**src/rtl/ymat_row_addr_gen.sv**
```systemverilog
// Y-matrix row-address generator: walks a run of row indices and emits one SRAM
// address beat per index (or per SRAM word touched when YMAT_WORD_MERGE_EN is defined).
module ymat_row_addr_gen #(
  parameter int unsigned IDX_W  = 11,
  parameter int unsigned SHIFT  = 4,
  parameter int unsigned ADDR_W = 11,
  parameter int unsigned BASE   = 0
) (
  input  logic              clock,
  input  logic              reset,
  input  logic              start,
  input  logic [IDX_W-1:0]  start_row,
  input  logic [IDX_W-1:0]  count,
  output logic              busy,
  output logic              addr_valid,
  input  logic              addr_ready,
  output logic [ADDR_W-1:0] addr,
  output logic [SHIFT-1:0]  lane,
  output logic [SHIFT:0]    lane_cnt,
  output logic              last,
  output logic              done
);

  localparam int unsigned CW = (IDX_W > SHIFT + 1) ? IDX_W : SHIFT + 1;
  localparam logic [ADDR_W-1:0] BASE_W = ADDR_W'(BASE);

  typedef enum logic {IDLE, RUN} state_t;

  state_t           state_q, state_d;
  logic [IDX_W-1:0] cur_q, cur_d;
  logic [IDX_W-1:0] rem_q, rem_d;
  logic             done_q, done_d;

  logic             run;
  logic [IDX_W-1:0] word_idx;
  logic [SHIFT:0]   cnt_w;
  logic             last_w;

  assign run      = (state_q == RUN);
  assign word_idx = cur_q >> SHIFT;

`ifdef YMAT_WORD_MERGE_EN
  logic [SHIFT:0] room;
  logic [CW-1:0]  rem_x;
  logic [CW-1:0]  room_x;

  // Entries left in the current SRAM word starting from the current lane.
  assign room   = {1'b1, {SHIFT{1'b0}}} - {1'b0, cur_q[SHIFT-1:0]};
  assign rem_x  = CW'(rem_q);
  assign room_x = CW'(room);
  assign cnt_w  = (rem_x < room_x) ? (SHIFT+1)'(rem_x) : room;
`else
  assign cnt_w  = (SHIFT+1)'(1);
`endif

  assign last_w = (CW'(rem_q) == CW'(cnt_w));

  // Beat fields come only from registered state, gated to zero outside RUN.
  assign busy       = run;
  assign addr_valid = run;
  assign addr       = run ? (BASE_W + ADDR_W'(word_idx)) : '0;
  assign lane       = run ? cur_q[SHIFT-1:0] : '0;
  assign lane_cnt   = run ? cnt_w : '0;
  assign last       = run & last_w;
  assign done       = done_q;

  always_comb begin
    state_d = state_q;
    cur_d   = cur_q;
    rem_d   = rem_q;
    done_d  = 1'b0;
    case (state_q)
      IDLE: begin
        if (start) begin
          if (count != '0) begin
            state_d = RUN;
            cur_d   = start_row;
            rem_d   = count;
          end else begin
            done_d  = 1'b1;
          end
        end
      end
      RUN: begin
        if (addr_ready) begin
          cur_d = cur_q + IDX_W'(cnt_w);
          rem_d = rem_q - IDX_W'(cnt_w);
          if (last_w) begin
            state_d = IDLE;
            done_d  = 1'b1;
          end
        end
      end
      default: state_d = IDLE;
    endcase
  end

  always_ff @(posedge clock) begin
    if (reset) begin
      state_q <= IDLE;
      cur_q   <= '0;
      rem_q   <= '0;
      done_q  <= 1'b0;
    end else begin
      state_q <= state_d;
      cur_q   <= cur_d;
      rem_q   <= rem_d;
      done_q  <= done_d;
    end
  end

endmodule

```
**config.mk**
```make
export PLATFORM = sky130hd
export DESIGN_NAME = ymat_row_addr_gen
export DESIGN_NICKNAME = d
export VERILOG_FILES = /design/src/rtl/ymat_row_addr_gen.sv
export SDC_FILE = /design/constraint.sdc
export NUM_CORES = 1
export LEC_CHECK = 0
export CORE_ASPECT_RATIO = 0.6
export CORE_UTILIZATION = 51
export DETAILED_ROUTE_END_ITERATION = 8
export PLACE_DENSITY = 0.85
export SLEW_MARGIN = 20
export SYNTH_ARGS = -nofsm -noshare
export SYNTH_HDL_FRONTEND = slang
export SYNTH_SLANG_ARGS = --single-unit
export TNS_END_PERCENT = 100
```
**constraint.sdc**
```tcl
create_clock -name clock -period 6.25 [get_ports clock]
set_input_delay 1.25 -clock clock [delete_from_list [all_inputs] [get_ports clock]]
set_output_delay 1.25 -clock clock [all_outputs]
set_load 0.1 [all_outputs]
```
# --- Word level (Yosys, flattened, before mapping) ---
# Cells that the tools add are included.
# Widths: inputs -> output; s select.
totals:
  wordCells: 35
  out_inout_bits: 24
  input_bits: 26
  register_bits: 24
classes:
  eq_ne: 4
  n_reduce_logical: 2
  bitwise: 2
  mux: 21
  addsub: 2
op_table:
  columns: ["op", "n"]
  rows:
  - ["$mux 11", 6]
  - ["$pmux 11 s2", 2]
  - ["$add 11x1->11 const B", 1]
  - ["$eq 11x1->1 const B", 1]
  - ["$reduce_bool 11->1", 1]
  - ["$sub 11x1->11 const B", 1]
  - ["$mux 1", 9]
  - ["$mux 7", 1]
  - ["$ne 2x2->1 const B", 3]
  - ["$mux 4", 1]
  - ["$pmux 1 s2", 2]
  - ["$reduce_and 3->1", 1]
  - ["$and 1x1->1", 1]
  - ["$not 1->1", 1]

# --- Depth between registers and ports, before layout ---
# Gate-level depths: netlist of run 1.
depth:
  depth_word: 4
  mapped_depth: 7

# --- Worst setup path before layout of run 1 ---
# OpenSTA, ideal clock, no wires.
synth_timing:
  path_type: "reg-to-output"
  from: "register state_q (netlist: addr_valid)"
  to: "output port addr[1]"
  stages_incl_launch_ff: 5
  slack_ns: 2.053
  required_time_ns: 5.000
  arrival_time_ns: 2.947
  path_cell_list: "dfxtp_1 buf_4 clkinv_1 clkbuf_1 nor2_1"
synth_between:
  elab_chain_len: 1
synth_lines:
  columns: ["element", "line_no", "source"]
  rows:
  - ["from (decl)", "29", "state_t state_q, state_d;"]
  - ["from (signal assigned)", "105", "state_q <= state_d;"]
  - ["$mux 7", "61", "assign addr = run ? (BASE_W + ADDR_W'(word_idx)) : '0;"]
  - ["to (decl)", "17", "output logic [ADDR_W-1:0] addr,"]
# Every way passes these cells.

# --- Final worst setup path of run 1 ---
layout_timing:
  from: "register rem_q[1]"
  to: "output port last"
layout_between:
  elab_chain_len: 2
layout_lines:
  columns: ["element", "line_no", "source"]
  rows:
  - ["from (decl)", "31", "logic [IDX_W-1:0] rem_q, rem_d;"]
  - ["from (signal assigned)", "107", "rem_q <= rem_d;"]
  - ["$eq 11x1->1", "56", "assign last_w = (CW'(rem_q) == CW'(cnt_w));"]
  - ["$and 1x1->1", "64", "assign last = run & last_w;"]
  - ["to (decl)", "20", "output logic last,"]
# Every way passes these cells.

==> key figures, run 1 <==
Job
  – Max-Cap Viols: 0

Placed design
  – Dpl ws: between 2 and 2.5 ns
  – Detailed placer's ending HPWL: ~3200 µm
  – Final GP Congestion: 0.875
  – PortBufs: 41

Timing
  – RSZ-0062 raised after global routing: false
  – Final Max Tran Viols: 0
  – Setup TNS: 0 ns
  – Slew headroom: 26.9%
  – PnR worst setup slack: approximately 1.8 ns
  – Final setup vio count: 0
  – Final period util: 71.1%
  – Worst Clk Skew: 0.00464 ns
  – Slew at the pin closest to its max-slew limit: around 1.1 ns
  – Hold Fails Final Rpt: 0
  – F_max: 225 MHz
  – Tmin final: approximately 4.4 ns

Global routing
  – Largest net degree at the start of global routing: 50
  – Gr usage total: 26.1%
  – Initial antenna violation count: 0
  – Vias in the first global route: 1502
  – First-pass GRT wire length: between 7000 and 8000 µm
  – Grt ovf: 0

Floorplan
  – Die ar.: 3600 µm²
  – Area of the core: ~3000 µm²
  – Die height: roughly 47 µm
  – Starting Density: 56.7%
  – Die Wd: 76.8 µm
  – Std cell rows: 15
  – Ports: 50

Clock tree
  – Clock Pin Slew Worst Setup and Hold Paths: 0.08 ns
  – Inserted Clock Buffers: 3
  – Clk sinks: 24
  – CTS HTree Levels: 1
  – CTS tree: built
  – Post_cts resized: 0
  – # hold bufs at CTS: 0
  – Clock latency on the worst-skew pair: roughly 0.27 ns
  – CTS Buffer Depth: 2
  – Post CTS Setup Buffer Count: 0
  – CTS root buf: clkbuf_8

Route
  – Routed Antenna Nets: 0
  – Final WL: approximately 4600 µm
  – Top sig layer: met4
  – DR pass1 iterations: 5
  – Drt wl/cell: 15.5 µm
  – DR vias: 1772
  – Metal3 WL: 390 µm
  – Vias per cell: 6.01
  – Met2 wire len: 1970 µm
  – DRT met1 WL: 2210 µm
  – DRT iter0 DRCs: around 160
  – DRC: 0

Outcome
  – Outcome: finished, final reports clean

Layout
  – Layout Nets: between 200 and 300
  – Layout area overhead: 23.1%
  – Antenna fix cells: 0
  – Share of cells above drive strength 1: under 10%

Synthesis
  – Ys Warns: 0
  – Leading area contributor after synthesis: dfxtp_1
  – Post-Syn Area: 1710 µm²
  – Top cells by instance count after synthesis: 26 x a21oi_1, 24 x dfxtp_1, 21 x o21ai_0, 13 x buf_4
  – Syn Inst Count: 225
  – Synthesized area per cell: 7.62 µm²
  – Dominant cell by count in the synthesized netlist: a21oi_1
  – Post-synth top flop: dfxtp_1
  – Ys async rst share: 0%
  – EDFF count, synth: 0
  – Count of different cell masters after synthesis: 46
  – Synthesized flop and latch total: 24
  – Top post-synthesis cells by area: dfxtp_1 28%, a21oi_1 7.6%, o21ai_0 6.1%
  – Post-synthesis sequential area ratio: between 20% and 30%
  – Synth top area share: 28.0%

Worst setup path
  – CP Max Fanout: 3
  – WP data arrival: 3.19 ns
  – Launch point of the worst path: rem_q[1]
  – Startpoint types: flip-flop
  – Crit Path Category: reg -> out
  – Worst EP required: 5.00 ns
  – Endpoint class of the critical path: output port
  – Reg-to-reg startpoint: addr_valid

Pwr
  – Pleak: roughly 0.73 nW
  – Pwr dens: 216 nW/µm²
  – Peak VDD IR: 0.000126 V
  – Total power: approximately 0.00046 W

Worst hold path
  – HP Start: rem_q[7]
  – HP Class: reg -> reg
-- area by class of cell --
cell class | instances | area [µm²]
fillers | 283 | 912
repair buffers | 43 | 425
inverters | 6 | 22.5
flip-flops and latches | 24 | 480
clock buffers | 3 | 41.3
well taps | 42 | 52.6
multi-input cells | 177 | 1090
-- sequential cells by signal (all words and copies together), names as in the netlist --
name,flops
addr_valid,1
cur_q,11
done,1
rem_q,11
-- cell families (layout without fill, tap and decap cells) --
group | Yosys count | in the layout | share of synthesized area [%]
AOI/OAI and AO/OA | 78 | 78 | 29.1
adders and majority gates | 3 | 3 | 2.19
buffers and inverters | 31 | 52 | 10.1
DFF | 24 | 24 | 28.0
muxes | 3 | 3 | 1.75
other | 1 | 8 | 0.219
and+or+nand+nor | 85 | 85 | 28.7
-- placed cells by master (no fill, tap or decap), drive strengths merged, types with 3 or more instances in the layout --
| master | n |
|---|---|
| o31ai | 4 |
| conb | 8 |
| nor2 | 11 |
| dfxtp | 24 |
| clkbuf | 3 |
| o31a | 3 |
| nand2 | 10 |
| or4 | 5 |
| a21oi | 26 |
| nor3 | 5 |
| nand3b | 3 |
| nand4 | 3 |
| a211oi | 3 |
| or3 | 3 |
| nand2b | 3 |
| o21ai | 21 |
| mux2i | 3 |
| o21a | 5 |
| nor2b | 7 |
| o32ai | 4 |
| ha | 3 |
| nor4 | 10 |
| inv | 5 |
| clkdlybuf4s50 | 41 |
| nand3 | 5 |
| and2 | 11 |
| o2bb2ai | 3 |
| a221oi | 3 |
-- path summary, 6_finish.rpt --
| kind | endpoint | slack (ns) | depth (start not counted) |
|---|---|---|---|
| max | last | 1.81 | 6 |
| min | rem_q[7] | 0.50 | 2 |
| max reg2reg | rem_q[1] | 4.00 | 5 |
| min reg2reg | rem_q[7] | 0.50 | 2 |
-- metrics by stage --
step           utilization (%)  area, µm²  std cells  hold slack, ns
6_report                  69.8       2110        295           0.504
5_1_grt                   69.8       2110        295           0.530
4_1_cts                   69.8       2110        295           0.505
3_5_place_dp              68.4       2070        292           0.494
3_3_place_gp              68.4       2070        292           0.483
2_1_floorplan                -       1740        232           0.456
-- layer usage --
layer  global-route usage (%)  vias up
met4                     3.08        0
met3                     7.57        2
met2                     42.3       72
met1                     36.1      812
met5                        0        -
li1                         -      886
-- report_power, final --
part | leakage (nW) | internal, W | switching (W)
clock network | 0.0216 | 0.0000432 | 0.0000507
logic | 0.510 | 0.0000598 | 0.000119
registers | 0.198 | 0.000167 | 0.0000161
total | 0.729 | 0.000270 | 0.000186
-- worst max-delay path, cell delays in order, from the launching register on --
cell and delay, ns:
dfxtp_1 0.33, inv_1 0.11, ha_1 0.15, or4b_2 0.60
nor4_1 0.39, and2_1 0.21, clkdlybuf4s50_1 1.13
(Power assumes the default switching activity.)
==> run 2: changes to the inputs <==
Settings changed: CORE_UTILIZATION 51 to 43, PLACE_DENSITY 0.85 to 0.77.
Clock period 6.25 ns to 3.8 ns, I/O delays scaled along.
==> run 2 against run 1 <==
Non-clock buffer count up 3. Die area up 18%. Worst hold slack better by 0.0026 ns. Sequential power up 64%. Clock skew up 0.0035 ns. Critical path depth unchanged. Final area up 1.4%. Largest cell class unchanged. Largest power group unchanged.
==> key figures, run 2 (same netlist as run 1, synthesis figures left out) <==
Route
  – DR vias: 1829
  – Final WL: 4720 µm
  – DR pass1 iterations: 5
  – Vias per cell: 6.02
  – DRT iter0 DRCs: 93
  – DRC: 0
  – Drt wl/cell: 15.5 µm
  – Routed Antenna Nets: 0

Worst setup path
  – Worst reg-to-reg setup slack: 1.62 ns
  – Reg-to-reg startpoint: rem_q[0]
  – R2R cell count: 6
  – Crit Path Category: reg -> out
  – Crit path max-delay cell type: or4b_2
  – Endpoint class of the critical path: output port
  – WP data arrival: roughly 2.3 ns
  – Startpoint types: flip-flop
  – R2r endpoint: rem_q[10]
  – CP Max Fanout: 3
  – Critical-path cell list: inv_1 -> ha_1 -> or4b_2 -> nor4_1 -> and2_1 -> buf_4
  – Crit path largest cell delay: 0.58 ns
  – Worst EP required: 3.04 ns

Worst hold path
  – Hold Path Stages: 2
  – Hold Path End: cur_q[10]
  – HP Class: reg -> reg
  – HP Start: cur_q[10]

Clock tree
  – Clock latency on the worst-skew pair: around 0.27 ns
  – Post CTS Setup Buffer Count: 0
  – CTS Buffer Depth: 2
  – CTS tree: built
  – CTS HTree Levels: 1
  – # hold bufs at CTS: 0
  – Inserted Clock Buffers: 3
  – Clock Pin Slew Worst Setup and Hold Paths: ~0.10 ns
  – Clk sinks: 24
  – Post_cts resized: 0
  – CTS root buf: clkbuf_8

Timing
  – Setup TNS: 0 ns
  – Final period util: a little over 80%
  – Slew at the pin closest to its max-slew limit: roughly 1.1 ns
  – Tmin final: 3.08 ns
  – Slew headroom: a little over a quarter
  – Final setup vio count: 0
  – Worst Clk Skew: 0.00817 ns
  – F_max: 324 MHz
  – Hold Fails Final Rpt: 0
  – Final Max Tran Viols: 0
  – RSZ-0062 raised after global routing: false

Floorplan
  – Std cell rows: 17
  – Die Wd: 83.5 µm
  – Die ar.: between 4000 and 5000 µm²
  – Starting Density: 45.8%
  – Ports: 50
  – Area of the core: 3740 µm²
  – Die height: 50.9 µm

Placed design
  – Detailed placer's ending HPWL: 3300 µm
  – Final GP Congestion: 0.840
  – Placed Cells: 300
  – PortBufs: 41

Pwr
  – Pwr dens: 365 nW/µm²
  – Pleak: around 0.8 nW
  – Total power: 0.000780 W
  – Peak VDD IR: 0.000187 V

Layout
  – Sequential Area: 480 µm²
  – Antenna fix cells: 0
  – Post-route insts no fill: between 300 and 400
  – Area of the multi-input gates: 1090 µm²
  – Most frequent cells in the layout: 26 x a21oi_1, 26 x clkdlybuf4s50_1, 24 x dfxtp_1
  – Final-layout fill cell count: roughly 350
  – Layout Nets: roughly 290
  – Top Registers: cur_q: 11 flops, rem_q: 11 flops
  – Share of cells above drive strength 1: 11.3%
  – Layout area overhead: 24.8%

Global routing
  – Vias in the first global route: between 1500 and 2000
  – Grt ovf: 0
  – Initial antenna violation count: 0
  – Gr usage total: 23.2%
  – Largest net degree at the start of global routing: 30
  – First-pass GRT wire length: 7730 µm

Job
  – Max-Cap Viols: 0

Outcome
  – Outcome: finished, final reports clean
==> run 2: worst max-delay path, delay by kind of cell (launching register included) <==
| family | cells | cell delay (ns) |
|---|---|---|
| adder cells (fa/ha/maj) | 1 | 0.16 |
| buffers and inverters | 2 | 0.39 |
| flip-flops | 1 | 0.33 |
| AND/OR/NAND/NOR | 3 | 1.18 |
==> run 2: power by group <==
group	switching [W]	internal [W]	total (W)
registers	0.0000265	0.000274	0.000301
logic	0.000197	0.000101	0.000298
clock network	0.0000894	0.0000927	0.000182
==> run 2: worst max path at each step <==
stage,depth (start not counted),end,from
after global placement,6,rem_q[1],count[9]
after CTS,6,last,rem_q[1]
after floorplan,4,addr[1],addr_valid
final,6,last,rem_q[1]
after detailed placement,6,rem_q[1],count[9]
after global routing,6,last,rem_q[1]
==> run 2: routing by layer <==
metal,vias up,wire (µm),part of all wire [%],track usage [%]
li1,887,-,-,-
met5,-,0,0,0
met3,4,418,8.9,4.68
met1,846,2270,48,33.2
met4,0,21,0.45,4.80
met2,92,2010,43,36.3
==> run 2: metrics by stage <==
step | setup slack (ns) | instance area [µm²] | hold slack (ns) | util, %
6_report | 0.717 | 2140 | 0.506 | 57.2
5_1_grt | 0.562 | 2140 | 0.533 | 57.2
4_1_cts | 0.700 | 2140 | 0.500 | 57.2
3_5_place_dp | 0.999 | 2080 | 0.485 | 55.7
3_3_place_gp | 1.05 | 2080 | 0.482 | 55.7
2_1_floorplan | 0.0928 | 1740 | 0.456 | -
==> run 2: layout make-up <==
cell class | instances | share of cell area [%]
Timing Repair Buffer | 46 | 20.4
Clock buffer | 4 | 2.57
Inverter | 6 | 1.05
Tap cell | 47 | 2.75
Multi-Input combinational cell | 177 | 50.8
Sequential cell | 24 | 22.5
==> run 3: changes to the inputs <==
Settings changed: CORE_UTILIZATION 43 to 47, PLACE_DENSITY 0.77 to 0.79.
Clock period 3.8 ns to 3.22 ns, I/O delays scaled along.
==> run 3 against run 2 <==
Sequential share of layout area down 1.3 points. First-iteration DRC count up 110%. Sequential cell count unchanged. Worst hold slack worse by 0.0023 ns. Critical path depth unchanged. Critical endpoint unchanged. Final area up 6.3%. Core utilization up 10 points.
==> key figures, run 3 (same netlist as run 1, synthesis figures left out) <==
Outcome
  – Outcome: finished, final reports clean

Clock tree
  – Clock Pin Slew Worst Setup and Hold Paths: 0.09 ns
  – Post_cts resized: 0
  – # hold bufs at CTS: 0
  – CTS Buffer Depth: 2
  – CTS HTree Levels: 1
  – Inserted Clock Buffers: 3
  – Post CTS Setup Buffer Count: 0
  – CTS tree: built
  – CTS root buf: clkbuf_8
  – Clk sinks: 24
  – Clock latency on the worst-skew pair: 0.27 ns

Worst setup path
  – Crit path largest cell delay: 0.57 ns
  – WP data arrival: 2.23 ns
  – Crit Path Category: reg -> out
  – Worst EP required: 2.58 ns
  – Startpoint types: flip-flop
  – Critical path's top delay family: simple AND/OR/NAND/NOR gates
  – Endpoint class of the critical path: output port
  – Critical-path cell list: inv_1 -> ha_1 -> or4b_2 -> nor4_1 -> and2_1 -> buf_12
  – Buf+Inv Stages, Crit Path: 2
  – Crit path max-delay cell type: or4b_2
  – CP Max Fanout: 3

Floorplan
  – Die Wd: approximately 80 µm
  – Ports: 50
  – Die ar.: 3900 µm²
  – Std cell rows: 16
  – Starting Density: 51.0%
  – Area of the core: 3360 µm²
  – Die height: 48.8 µm

Layout
  – Layout area overhead: 32.7%
  – Layout Nets: 289
  – Share of cells above drive strength 1: 12.4%
  – Top Registers: cur_q: 11 flops, rem_q: 11 flops
  – Commonest non-fill, non-tap cell in the layout: a21oi_1
  – Post-route cell area: 2270 µm²
  – Antenna fix cells: 0
  – Most frequent cells in the layout: 26 x a21oi_1, 25 x clkdlybuf4s50_1, 24 x dfxtp_1

Timing
  – F_max: 347 MHz
  – RSZ-0062 raised after global routing: false
  – Final period util: roughly nine tenths
  – Worst Clk Skew: 0.00772 ns
  – Final Max Tran Viols: 0
  – Hold Fails Final Rpt: 0
  – Fin Hold WS: 0.504 ns
  – Slew headroom: between 40% and 50%
  – Slew at the pin closest to its max-slew limit: just under 0.9 ns
  – Final setup vio count: 0
  – Tmin final: 2.88 ns

Route
  – DRC: 0
  – DR vias: around 1800
  – Routed Antenna Nets: 0
  – Drt wl/cell: between 15 and 20 µm
  – DRT iter0 DRCs: 196
  – Final WL: 4570 µm
  – DR pass1 iterations: 4
  – Vias per cell: between 6 and 7

Placed design
  – Detailed placer's ending HPWL: 3290 µm
  – Placed cell areas: between 2000 and 2500 µm²
  – PortBufs: 41
  – Final GP Congestion: 0.809

Pwr
  – Pleak: 0.824 nW
  – Sw power: 0.000369 W
  – P_int: 0.000565 W
  – Combinational Power Share: 38.9%
  – Seq pwr share: 38.3%
  – Pwr dens: 410 nW/µm²
  – Switching share of power: between 30% and 40%
  – Peak VDD IR: around 0.00026 V
  – Clock share of power: 22.8%

Global routing
  – Initial antenna violation count: 0
  – First-pass GRT wire length: 7550 µm
  – Largest net degree at the start of global routing: 28
  – Grt ovf: 0
  – Gr usage total: 24.5%
  – Vias in the first global route: 1519

Job
  – Max-Cap Viols: 0

Worst hold path
  – HP Class: reg -> reg
[run 3: cell types whose count changed in the layout (fill, tap and decap cells not counted), sizes merged]
cell,previous run,this run
buf,20,23
clkdlybuf4s50,26,25
[run 3: path summary, 6_finish.rpt]
check	to	slack [ns]	cells past startpoint	startpoint
max	last	0.34	6	rem_q[1]
min	cur_q[10]	0.50	2	cur_q[10]
max reg2reg	rem_q[10]	1.06	6	rem_q[0]
min reg2reg	cur_q[10]	0.50	2	cur_q[10]
[run 3: power by group through the flow]
| stage | clock, W | combinational (W) | sequential (W) |
|---|---|---|---|
| after global routing | 0.000230 | 0.000390 | 0.000362 |
| after detailed placement | 0 | 0.000359 | 0.000363 |
| final | 0.000213 | 0.000363 | 0.000357 |
| after CTS | 0.000215 | 0.000360 | 0.000356 |
| after floorplan | 0 | 0.000265 | 0.000361 |
| after global placement | 0 | 0.000355 | 0.000361 |
[run 3: layout make-up]
cell class | instances | area, µm²
Tap cell | 45 | 56.3
Sequential cell | 24 | 480
Timing Repair Buffer | 48 | 573
Fill cell | 278 | 1090
Multi-Input combinational cell | 177 | 1090
Inverter | 6 | 22.5
Clock buffer | 4 | 55.1
[run 3: stage by stage]
| step | util [%] | setup TNS (ns) | power, W | setup WS (ns) | cells |
|---|---|---|---|---|---|
| 2_1_floorplan | - | -0.742 | 0.000625 | -0.371 | 232 |
| 3_3_place_gp | 66.0 | 0 | 0.000716 | 0.714 | 300 |
| 3_5_place_dp | 66.0 | 0 | 0.000722 | 0.651 | 300 |
| 4_1_cts | 67.6 | 0 | 0.000931 | 0.335 | 304 |
| 5_1_grt | 67.6 | 0 | 0.000982 | 0.220 | 304 |
| 6_report | 67.6 | 0 | 0.000933 | 0.342 | 304 |
[run 3: metal layers]
layer	GRT usage, %	share of wire, %	wire [µm]
met1	38.9	48	2200
met2	34.9	42	1920
met3	4.30	9.3	424
met4	2.68	0.53	24
met5	0	0	0
[run 3: worst reg2reg max path, cell delays in order (launching register included)]
cell and delay, ns:
dfxtp_1 0.34, inv_1 0.11, ha_1 0.23, or4b_1 0.57
or4_1 0.44, a31o_1 0.23, o31ai_2 0.16
